`config.mk`:
```
export PLATFORM = sky130hd
export DESIGN_NAME = rll_key_loader
export DESIGN_NICKNAME = d
export VERILOG_FILES = /design/src/rtl/rll_key_pkg.sv /design/src/rtl/rll_key_loader.sv
export SDC_FILE = /design/constraint.sdc
export NUM_CORES = 1
export LEC_CHECK = 0
export CORE_ASPECT_RATIO = 0.7
export CORE_MARGIN = 4
export CORE_UTILIZATION = 40
export CTS_CLUSTER_SIZE = 16
export DETAILED_ROUTE_END_ITERATION = 10
export GPL_TIMING_DRIVEN = 0
export HOLD_SLACK_MARGIN = 0.12
export SYNTH_ARGS = -nofsm -noshare
export SYNTH_HDL_FRONTEND = slang
export SYNTH_SLANG_ARGS = --single-unit
```
`constraint.sdc`:
```
create_clock -name clk -period 1.53 [get_ports clk]
set_input_delay 0.153 -clock clk [delete_from_list [all_inputs] [get_ports clk]]
set_output_delay 0.153 -clock clk [all_outputs]
set_load 0.005 [all_outputs]
```
`src/rtl/rll_key_pkg.sv`:
```
// Shared types and helpers for the RLL32 key loader: FSM states, byte width
// and the running XOR checksum step.
package rll_key_pkg;

    typedef enum logic [2:0] {
        IDLE = 3'd0,
        LOAD = 3'd1,
        CHK  = 3'd2,
        DONE = 3'd3,
        ERR  = 3'd4
    } state_e;

    localparam int BYTE_W = 8;

    function automatic logic [BYTE_W-1:0] xsum_next(
        input logic [BYTE_W-1:0] xsum,
        input logic [BYTE_W-1:0] b
    );
        return xsum ^ b;
    endfunction

endpackage

```
`src/rtl/rll_key_loader.sv`:
```
// Receives a key as an LSB-first byte stream, verifies a trailing XOR checksum and
// only then drives the key bus of the locked netlist; otherwise the bus shows DECOY.
module rll_key_loader
    import rll_key_pkg::*;
#(
    parameter int               KEY_W = 32,
    parameter logic [KEY_W-1:0] DECOY = '0
) (
    input  logic              clk,
    input  logic              rst,
    input  logic              start,
    input  logic              s_valid,
    input  logic [7:0]        s_data,
    output logic              s_ready,
    output logic [KEY_W-1:0]  key_out,
    output logic              key_valid,
    output logic              busy,
    output logic              err
);

    localparam int NB = KEY_W / BYTE_W;
    localparam int CW = $clog2(NB) + 1;

    if (KEY_W % BYTE_W != 0 || KEY_W <= 0) begin : g_bad_key_w
        $error("rll_key_loader: KEY_W must be a positive multiple of 8");
    end

    state_e            state_q, state_d;
    logic [KEY_W-1:0]  shreg_q;
    logic [BYTE_W-1:0] xsum_q;
    logic [CW-1:0]     cnt_q;
    logic [KEY_W-1:0]  key_q;
    logic              key_valid_q;
    logic              err_q;
    logic              beat;
    logic              last_beat;
    logic              sum_ok;

    // Handshake: a byte transfers on a rising edge where s_valid && s_ready.
    // s_ready is a pure decode of the registered state, so it never depends on s_valid.
    assign s_ready   = (state_q == LOAD) || (state_q == CHK);
    assign busy      = s_ready;
    assign beat      = s_valid && s_ready;
    assign last_beat = (cnt_q == CW'(NB - 1));
    assign sum_ok    = (s_data == xsum_q);

    assign key_out   = key_q;
    assign key_valid = key_valid_q;
    assign err       = err_q;

    always_ff @(posedge clk) begin
        if (rst) begin
            state_q <= IDLE;
        end else begin
            state_q <= state_d;
        end
    end

    always_comb begin
        state_d = state_q;
        if (start) begin
            state_d = LOAD;
        end else begin
            case (state_q)
                LOAD:    if (beat && last_beat) state_d = CHK;
                CHK:     if (beat) state_d = sum_ok ? DONE : ERR;
                default: state_d = state_q;
            endcase
        end
    end

    // start takes priority over any beat on the same edge, so that byte is dropped.
    always_ff @(posedge clk) begin
        if (rst) begin
            shreg_q     <= '0;
            xsum_q      <= '0;
            cnt_q       <= '0;
            key_q       <= DECOY;
            key_valid_q <= 1'b0;
            err_q       <= 1'b0;
        end else if (start) begin
            shreg_q     <= '0;
            xsum_q      <= '0;
            cnt_q       <= '0;
            key_q       <= DECOY;
            key_valid_q <= 1'b0;
            err_q       <= 1'b0;
        end else if (beat && state_q == LOAD) begin
            for (int i = 0; i < NB; i++) begin
                if (cnt_q == CW'(i)) shreg_q[i*BYTE_W +: BYTE_W] <= s_data;
            end
            xsum_q <= xsum_next(xsum_q, s_data);
            cnt_q  <= cnt_q + CW'(1);
        end else if (beat && state_q == CHK) begin
            if (sum_ok) begin
                key_q       <= shreg_q;
                key_valid_q <= 1'b1;
            end else begin
                err_q <= 1'b1;
            end
        end
    end

endmodule

```
# Word level (Yosys, flattened, before mapping)
# Index checks and enable logic that the tools add are counted.
classes:
  n_eq_ne: 10
  reduce_logical: 17
  addsub: 1
  n_bitwise: 3
  mux: 5
op_table:
  columns: ["cell", "n"]
  rows:
  - ["$reduce_and A3 Y1", 4]
  - ["$eq A3 B2 Y1 const B", 3]
  - ["$mux W3", 3]
  - ["$eq A8 B8 Y1", 1]
  - ["$reduce_and A2 Y1", 4]
  - ["$xor A8 B8 Y8", 1]
  - ["$eq A3 B1 Y1 const B", 2]
  - ["$pmux W3 S2", 1]
  - ["$logic_and A1 B1 Y1", 4]
  - ["$add A3 B1 Y3 const B", 1]
  - ["$logic_not A3 Y1", 1]
  - ["$ne A3 B2 Y1 const B", 1]
  - ["$ne A3 B3 Y1 const B", 1]
  - ["$reduce_bool A3 Y1", 1]
  - ["$ne A2 B1 Y1 const B", 1]
  - ["$ne A2 B2 Y1 const B", 1]
  - ["$not A1 Y1", 2]
  - ["$reduce_bool A2 Y1", 1]
  - ["$reduce_or A2 Y1", 1]
  - ["$logic_or A1 B1 Y1", 1]
  - ["$mux W1", 1]
totals:
  input_bits: 12
  reg_bits: 80

# Longest topological paths before layout
# Gate-level depths: netlist of run 1.
logic_depth:
  ltp_word: 7
  ltp_mapped: 6

# Worst setup path after synthesis of run 1
# OpenSTA, ideal clock, no wires.
synth_path:
  kind: "register -> register"
  start: "reg xsum_q[1]"
  end: "reg key_q[19] (netlist: key_out[19])"
  setup_time_ns: 0.119
  t_required_ns: 1.411
  slack_ns: 0.090
  t_arrival_ns: 1.321
  n_path_buf: 2
  stages_incl_launch_ff: 7
  cell_sequence: "dfxtp_1 -> xnor2_1 -> nand4_1 -> or3_1 -> buf_6 -> buf_8 -> mux2i_1"
synth_between:
  elab_chain_cells: 2
synth_lines:
  columns: ["item", "line", "rtl"]
  rows:
  - ["start, declared", "rll_key_loader.sv:30", "logic [BYTE_W-1:0] xsum_q;"]
  - ["start signal, assigned", "rll_key_loader.sv:92", "xsum_q <= xsum_next(xsum_q, s_data);"]
  - ["$eq A8 B8 Y1", "rll_key_loader.sv:45", "assign sum_ok = (s_data == xsum_q);"]
  - ["$reduce_and A3 Y1 (no source line)", null, null]
  - ["end signal, assigned", "rll_key_loader.sv:96", "key_q <= shreg_q;"]
  - ["end, declared", "rll_key_loader.sv:32", "logic [KEY_W-1:0] key_q;"]
# Every way passes these cells.
# A chain may end at the register's enable or synchronous reset.

# Worst setup path after layout of run 1
layout_path:
  start: "reg xsum_q[4]"
  end: "reg key_q[17] (netlist: key_out[17])"
# The elaborated chain is that of the path after synthesis.

==> impl_metrics.yaml, run 1 <==
outcome:
  run_status: "finished with violations"
  violations: "negative setup slack"
setup_path:
  startpoint_type: "register"
  crit_top_cell: "buf_12"
  required_ns: 1.76
  critPathTopFamily: "simple AND/OR/NAND/NOR gates"
  cp_num_buf_inv: 2
  crit_arrival_ns: 1.83
  path_max_fanout: 9
  worstSetupPathType: "reg2reg"
  cp-end-kind: "register"
  slowest_stage: "or3_4"
  cp_cell_sequence: "xnor2_2 > nand4_1 > or3_4 > buf_12 > buf_12 > mux2i_2"
  cpPeakStageDelay_ns: 0.39
logic_synthesis:
  ys_ff_latch: 80
  synth.most_common_cell: "nand2_1"
  async_flop_share: 0
  synthCells: 339
  synth_edf_count: 0
  synth_common_cells: "nand2_1 (89), dfxtp_1 (80), mux2i_1 (56), nor2_1 (38), a21oi_1 (14)"
  ys_warn_count: 0
  synth.distinct_cells: 25
  yosysSeqAreaShare: 0.502
  synth_flop_cell: "dfxtp_1"
  yosysTopAreaCell: "dfxtp_1"
  synth_nets: 356
  synth.top_cell.area_share: 0.502
  synth.area.top_cells: "dfxtp_1 (50%), mux2i_1 (18%), nand2_1 (10%)"
  syn_area_per_cell_um2: 9.41
  post_synth_instance_area_um2: 3190
worst_hold_path:
  hp-class: "in2reg"
clock_tree:
  cts_max_level: 3
  path_clk_slew_ns: 0.06
  cts_tree: "built"
  cts_max_path_buffers: 2
  cts_made_buffers: 9
  cts_hold_buf: 0
  cts.sinks: 80
  clk_latency_ns: 0.34
  cts_root_buf: "clkbuf_16"
routing:
  first_iter_violations: 100
  ant_nets: 0
  dr.pass1.iters: 4
  post_drt_wl_per_cell_um: 14.3
  finalWirelength_um: 7350
  route.detailed.drc: 0
  viasPerCell: 4.71
  via_count: 2412
floorplan:
  core_area_um2: 7510
  ios: 48
  row_count: 26
  die_h_um: 82.7
  dieArea_um2: 9490
  die_x_um: 115
  initial_utilization: 0.425
grt:
  grt_max_degree: 15
  grt_pass1_wl_um: 11700
  antenna_found_initial: 0
  gr-total-overflow: 0
  grt_pass1_vias: 2309
  grt_usage: 0.163
finish:
  n_antenna_cell: 0
  area_growth_pct: 35.5
  fillCellCount: 688
  drive_above_1_share: 0.150
  finalNetCount: 426
sta:
  setup_viol: 33
  worstMarginPinSlew_ns: 0.534
  fin_crit_sh: 1.05
  worst_slack_ns: -0.0789
  hold_slack_ns: 0.369
  tns_ns: -1.71
  relSlewSlack: 0.644
  drv_slew: 0
  fmax_mhz: 622
  rsz0062_at_grt: "yes"
  period_needed_ns: 1.61
  clock_skew_ns: 0.00606
  hold_viol_final: 0
pwr:
  leakage_nw: 1.92
  powerDensity_nw_per_um2: 1070
  ir_drop_mv: 0.561
  power_mw: 4.64
job:
  cap_violations: 0
placement:
  dp_hpwl_um: 4900
  portBuffers: 47
  gp_congestion: 0.761
==> cell families (layout without fill, tap and decap cells) <==
| kind of cell | count (synthesis) | count (layout) | synth area share |
|---|---|---|---|
| adders and majority gates | 5 | 5 | 0.0196 |
| and+or+nand+nor | 137 | 137 | 0.175 |
| muxes | 56 | 56 | 0.176 |
| buffers and inverters | 26 | 101 | 0.0490 |
| DFF | 80 | 80 | 0.502 |
| AOI/OAI and AO/OA | 17 | 17 | 0.0298 |
| xor gates and xnor gates | 18 | 18 | 0.0494 |
==> worst paths after layout <==
kind,startpoint,endpoint,slack (ns),depth (start not counted)
hold / removal,s_data[3],shreg_q[27],0.37,3
setup reg to reg,xsum_q[4],key_out[17],-0.08,6
setup / recovery,xsum_q[4],key_out[17],-0.08,6
hold reg to reg,err,err,0.45,2
==> metal layers <==
metal,vias up,GRT usage,part of all wire
met4,0,0.0528,0.011
li1,1237,-,-
met5,-,0,0
met2,40,0.250,0.44
met3,8,0.0444,0.054
met1,1127,0.223,0.49
==> worst register-to-register path: cells and delay by family (launching register included) <==
kind / cells / cell delay (ns)
buf+inv: 2 / 0.31
flops: 1 / 0.34
mux: 1 / 0.14
simple gates: 2 / 0.57
xor+xnor: 1 / 0.15
==> flip-flops by register name, summed over array words and instances (netlist names) <==
signal     cells
err            1
shreg_q       32
xsum_q         8
key_valid      1
cnt_q          3
state_q        3
key_out       32
==> final cells by class <==
| class | instances | area, µm² | area share |
|---|---|---|---|
| multi-input combinational | 233 | 1490 | 0.345 |
| buffer | 20 | 165 | 0.0382 |
| inverter | 6 | 22.5 | 0.00521 |
| tap | 98 | 123 | 0.0284 |
| sequential | 80 | 1610 | 0.373 |
| timing repair buffer | 59 | 586 | 0.135 |
| clock inverter | 6 | 92.6 | 0.0214 |
| clock buffer | 10 | 229 | 0.0530 |
==> timing repair <==
item,CTS,global route
gates resized for setup,20,31
gates cloned,1,1
buffers inserted,6,4
pin swaps,1,6
hold endpoints to repair,0,0
endpoints found under the setup margin,66,75
==> where the power goes <==
group / total, mW / switching [mW] / internal (mW)
Clock: 2.31 / 0.873 / 1.44
Sequential: 2.10 / 0.00948 / 2.10
Combinational: 0.221 / 0.135 / 0.0857
Total: 4.64 / 1.02 / 3.62
==> layout by cell type (no fill, tap or decap) <==
cell             Yosys  final
dlygate4sd2_1        0     10
xnor2_2              0      4
inv_6                0      1
mux2i_1             56     55
buf_4                1     14
nor2_1              38     38
and2_1               1      1
xnor2_1             10      6
dfxtp_1             80     71
nor4bb_1             1      1
mux2i_2              0      1
buf_16               0      1
clkinv_4             0      1
dfxtp_2              0      9
buf_12               2      4
clkinvlp_4           0      2
a21oi_1             14     14
xor2_1               8      8
ha_1                 5      5
o21bai_1             1      1
or3_4                0      1
a211oi_1             1      1
o211a_1              1      1
nand4_1              2      2
clkbuf_1            12      5
clkbuf_2             0      8
bufinv_16            0      2
nand2_1             89     89
nand4b_1             1      1
clkbuf_16            0     10
nand3_4              0      3
or2_2                1      1
inv_1                6      6
clkdlybuf4s50_1      0     37
==> stage by stage <==
step	util	std cells	area [µm²]	setup slack [ns]
after floorplan	-	339	3190	0.0900
after global placement	0.503	484	3780	-0.571
after detailed placement	0.503	484	3780	-0.581
after CTS	0.557	507	4190	-0.0297
after global routing	0.575	512	4320	-0.155
final	0.575	512	4320	-0.0789
Power figures use the tool's default switching activity.
==> run 2, diff against run 1 <==
CORE_ASPECT_RATIO = 0.75   (was 0.7)
CORE_UTILIZATION = 48   (was 40)
PLACE_DENSITY = 0.75   (was not set)
==> run 2 against run 1 <==
  * The flow still finishes with violations (negative setup slack)
  * Wire length is 1.8% higher
  * Register-to-register slack about the same
  * Sequential power barely moved
  * Cell area down 2.8%
  * Critical endpoint is now key_out[31]
==> impl_metrics.yaml, run 2 (synthesis gave the netlist of run 1 again) <==
floorplan:
  ios: 48
  row_count: 25
  die_h_um: 78.6
  die_x_um: 102
  initial_utilization: 0.500
  core_area_um2: 6380
  dieArea_um2: 8030
placement:
  portBuffers: 47
  dp_hpwl_um: 4840
  post-place-ws_ns: -0.570
  gp_congestion: 0.783
finish:
  final_cell_mix: "nand2_1 (88), dfxtp_1 (74), mux2i_1 (56), nor2_1 (38), clkdlybuf4s50_1 (37)"
  n_antenna_cell: 0
  fillCellCount: 534
  final_common_cell: "nand2_1"
  finalNetCount: 422
  area_growth_pct: 31.7
  drive_above_1_share: 0.130
sta:
  worstMarginPinSlew_ns: 0.505
  fmax_mhz: 622
  hold_viol_final: 0
  fin_crit_sh: 1.05
  relSlewSlack: 0.663
  rsz0062_at_grt: "yes"
  worst_slack_ns: -0.0769
  setup_viol: 34
  drv_slew: 0
  hold_slack_ns: 0.339
  period_needed_ns: 1.61
  clock_skew_ns: 0.00629
routing:
  via_count: 2470
  route.detailed.drc: 0
  ant_nets: 0
  dr.pass1.iters: 4
  viasPerCell: 5.04
  first_iter_violations: 123
  finalWirelength_um: 7480
  post_drt_wl_per_cell_um: 15.3
clock_tree:
  path_clk_slew_ns: 0.08
  cts_max_level: 3
  cts_tree: "built"
  clk_latency_ns: 0.35
  cts_made_buffers: 9
  cts_root_buf: "clkbuf_8"
  cts.sinks: 80
  cts_hold_buf: 0
  cts_max_path_buffers: 2
pwr:
  power.internal_mw: 3.09
  pwr-share-clk: 0.412
  powerDensity_nw_per_um2: 941
  power_frac_comb: 0.057
  ir_drop_mv: 0.707
  leakage_nw: 1.86
  p_seq_frac: 0.532
  p_sw_frac: 0.219
  p_sw_mw: 0.867
setup_path:
  crit_arrival_ns: 1.84
  r2r_end: "key_out[31]"
  required_ns: 1.76
  path_max_fanout: 7
  worst-r2r-cell-count: 6
  startpoint_type: "register"
  worstSetupPathType: "reg2reg"
  cp-end-kind: "register"
  r2r-start: "state_q[0]"
  regToRegSetupSlack_ns: -0.08
worst_hold_path:
  hp-class: "in2reg"
  hold_start: "s_data[3]"
  holdPathEnd: "shreg_q[27]"
  whs_path_depth: 3
grt:
  grt_pass1_wl_um: 11900
  antenna_found_initial: 0
  gr-total-overflow: 0
  grt_usage: 0.193
  grt_max_degree: 13
  grt_pass1_vias: 2448
job:
  cap_violations: 0
outcome:
  violations: "negative setup slack"
  run_status: "finished with violations"
-- run 2: changes by cell type in the layout (fill, tap and decap cells not counted), moves of 3 or more --
cell       delta
dfxtp_1       +3
buf_4         -8
clkbuf_8      +9
a21oi_1       -3
xnor2_1       +3
clkbuf_16    -10
xnor2_2       -3
a21oi_2       +3
dfxtp_2       -3
-- run 2: stage by stage --
| step | area (µm²) | total power [mW] | utilization | cells | setup TNS, ns |
|---|---|---|---|---|---|
| 2_1_floorplan | 3190 | 2.26 | - | 339 | 0 |
| 3_3_place_gp | 3760 | 2.35 | 0.590 | 467 | -30.84 |
| 3_5_place_dp | 3760 | 2.35 | 0.590 | 467 | -31.50 |
| 4_1_cts | 4130 | 3.95 | 0.646 | 488 | -1.22 |
| 5_1_grt | 4200 | 4.08 | 0.659 | 490 | -3.55 |
| 6_report | 4200 | 3.95 | 0.659 | 490 | -2.04 |
-- run 2: area by class of cell --
type	count	area (µm²)	area share
Buffer	19	170	0.0405
Inverter	6	22.5	0.00536
Timing Repair Buffer	56	602	0.143
Sequential cell	80	1610	0.383
Tap cell	81	101	0.0241
Multi-Input combinational cell	233	1500	0.356
Clock inverter	4	70.1	0.0167
Clock buffer	11	131	0.0313
-- run 2: critical path, stage by stage, from the launching register on --
cell and delay (ns):
dfxtp_2 0.34, buf_6 0.11, nand4b_1 0.19, or3_4 0.42
buf_12 0.17, buf_12 0.14, mux2i_1 0.11
-- run 2: how the worst max path moves through the flow --
| stage | depth (start not counted) | from | endpoint | slack, ns |
|---|---|---|---|---|
| 2_1_floorplan | 6 | xsum_q[1] | key_out[19] | 0.09 |
| 3_3_place_gp | 7 | s_data[2] | key_out[24] | -0.57 |
| 3_5_place_dp | 7 | s_data[2] | key_out[20] | -0.57 |
| 4_1_cts | 6 | state_q[0] | shreg_q[11] | -0.04 |
| 5_1_grt | 6 | state_q[0] | key_out[26] | -0.13 |
| 6_report | 6 | state_q[0] | key_out[31] | -0.08 |
-- run 2: routing by layer --
layer,share of wire,vias up,GRT usage
met3,0.056,14,0.0488
met1,0.45,1170,0.239
li1,-,1226,-
met5,0,-,0
met4,0.018,0,0.0734
met2,0.47,60,0.321
-- run 2: timing repair --
item,in CTS,in global routing
setup buffers,3,3
pin swaps,3,9
setup endpoints to repair,66,79
gates resized for setup,33,17
cloned,3,0
-- run 2: power by group through the flow --
stage,registers [mW],logic [mW],clock network (mW)
4_1_cts,2.10,0.207,1.64
5_1_grt,2.10,0.242,1.74
3_5_place_dp,2.15,0.204,0
6_report,2.10,0.224,1.63
2_1_floorplan,2.15,0.110,0
3_3_place_gp,2.15,0.201,0
==> run 3, diff against run 2 <==
CORE_UTILIZATION = 55   (was 48)
CTS_CLUSTER_DIAMETER = 100   (was not set)
DONT_BUFFER_PORTS = 1   (was not set)
PLACE_DENSITY = not set   (was 0.75)
PLACE_DENSITY_LB_ADDON = 0.2   (was not set)
==> run 3 against run 2 <==
  * The flow still finishes with violations (negative setup slack)
  * Maximum frequency is 1.9% higher
  * Register-to-register slack improved by 0.03 ns
  * Die area is 12% lower
  * Critical path depth down 1
  * Cell area shrank 11%
  * Non-clock buffer count shrank 37
  * Largest cell class unchanged
  * Highest routed layer unchanged
==> impl_metrics.yaml, run 3 (synthesis gave the netlist of run 1 again) <==
finish:
  area_growth_pct: 17.9
  fin_util: 0.688
  drive_above_1_share: 0.142
  final_common_cell: "nand2_1"
  n_antenna_cell: 0
  finalNetCount: 385
  final_cell_mix: "nand2_1 (88), dfxtp_1 (71), mux2i_1 (55), nor2_1 (38)"
grt:
  grt_pass1_vias: 2288
  grt_max_degree: 13
  antenna_found_initial: 0
  gr-total-overflow: 0
  grt_usage: 0.222
  grt_pass1_wl_um: 11600
clock_tree:
  cts_root_buf: "clkbuf_8"
  path_clk_slew_ns: 0.07
  cts.sinks: 80
  cts_max_level: 3
  cts_max_path_buffers: 2
  cts_tree: "built"
  clk_latency_ns: 0.35
  cts_made_buffers: 9
sta:
  relSlewSlack: 0.663
  fin_crit_sh: 1.03
  fmax_mhz: 634
  worst_slack_ns: -0.0473
  period_needed_ns: 1.58
  hold_viol_final: 0
  drv_slew: 0
  worstMarginPinSlew_ns: 0.505
  setup_viol: 32
  clock_skew_ns: 0.00752
  rsz0062_at_grt: "yes"
floorplan:
  core_area_um2: 5470
  die_h_um: 74.0
  die_x_um: 95.9
  ios: 48
  dieArea_um2: 7100
  initial_utilization: 0.584
  row_count: 23
routing:
  viasPerCell: 5.24
  first_iter_violations: 141
  route.detailed.drc: 0
  finalWirelength_um: 7430
  dr.pass1.iters: 4
  via_count: 2342
  post_drt_wl_per_cell_um: 16.6
  ant_nets: 0
setup_path:
  cp-end-kind: "register"
  path_max_fanout: 10
  cp_cell_sequence: "xnor2_2 > nand4_1 > or3_4 > buf_12 > mux2i_1"
  worstSetupPathType: "reg2reg"
  crit_arrival_ns: 1.82
  startpoint_type: "register"
  cpPeakStageDelay_ns: 0.51
  required_ns: 1.77
  slowest_stage: "or3_4"
  regToRegSetupSlack_ns: -0.05
pwr:
  leakage_nw: 1.68
  ir_drop_mv: 0.624
  powerDensity_nw_per_um2: 961
placement:
  portBuffers: 0
  dp_hpwl_um: 4500
  post-place-ws_ns: -0.0327
  gp_congestion: 0.771
job:
  cap_violations: 0
worst_hold_path:
  hp-class: "in2reg"
outcome:
  run_status: "finished with violations"
  violations: "negative setup slack"
-- run 3: changes by cell type in the layout (fill, tap and decap cells not counted), moves of 6 or more --
cell             before  now
clkdlybuf4s50_1      37    0
clkbuf_2              6    0
dlygate4sd3_1         0   10
xnor2_2               1    7
clkbuf_1              7   14
xnor2_1               9    3
dlygate4sd2_1        10    0
-- run 3: per-stage QoR --
step / setup TNS [ns] / power, mW / cell area [µm²] / hold WS, ns / cells
final: -0.931 / 3.61 / 3760 / 0.201 / 447
after global routing: -3.41 / 3.74 / 3760 / 0.239 / 447
after CTS: -0.700 / 3.61 / 3640 / -0.0740 / 444
after detailed placement: -0.752 / 2.29 / 3280 / 0.226 / 414
after global placement: -0.0123 / 2.29 / 3280 / 0.225 / 414
after floorplan: 0 / 2.26 / 3190 / 0.222 / 339
-- run 3: path summary, 6_finish.rpt --
path	start	endpoint	depth (start not counted)
worst max-delay path	xsum_q[6]	key_out[6]	5
worst min register to register	shreg_q[20]	key_out[20]	2
worst min-delay path	s_valid	state_q[2]	3
worst max register to register	xsum_q[6]	key_out[6]	5
-- run 3: per-layer routing --
metal / track usage / vias up / share of wire
met1: 0.292 / 1111 / 0.44
li1: - / 1160 / -
met3: 0.0768 / 9 / 0.083
met2: 0.351 / 62 / 0.47
met5: 0 / - / 0
met4: 0.0631 / 0 / 0.011
-- run 3: power breakdown --
group | switching [mW] | internal [mW] | leakage (nW) | total (mW)
clock network | 0.720 | 0.573 | 0.0789 | 1.29
registers | 0.0102 | 2.09 | 0.649 | 2.10
logic | 0.130 | 0.0874 | 0.950 | 0.217
-- run 3: final cells by class --
| type | count | area [µm²] |
|---|---|---|
| tap | 75 | 93.8 |
| buffer | 19 | 139 |
| sequential | 80 | 1610 |
| fill | 435 | 1710 |
| clock inverter | 4 | 22.5 |
| inverter | 6 | 22.5 |
| timing repair buffer | 19 | 205 |
| clock buffer | 11 | 131 |
| multi-input combinational | 233 | 1530 |
-- run 3: what timing repair did --
item | CTS | global route
endpoints found under the hold margin | 41 | 5
resized for setup | 12 | 21
endpoints found under the setup margin | 58 | 67
cloned | 1 | 2
pin swaps | 6 | 8
buffers inserted | 5 | 1
hold buffers | 9 | 1
-- run 3: critical path: cells and delay by family, from the launching register on --
kind / cells / cell delay [ns]
buf+inv: 1 / 0.19
xor+xnor: 1 / 0.15
mux: 1 / 0.12
flops: 1 / 0.34
simple gates: 2 / 0.66
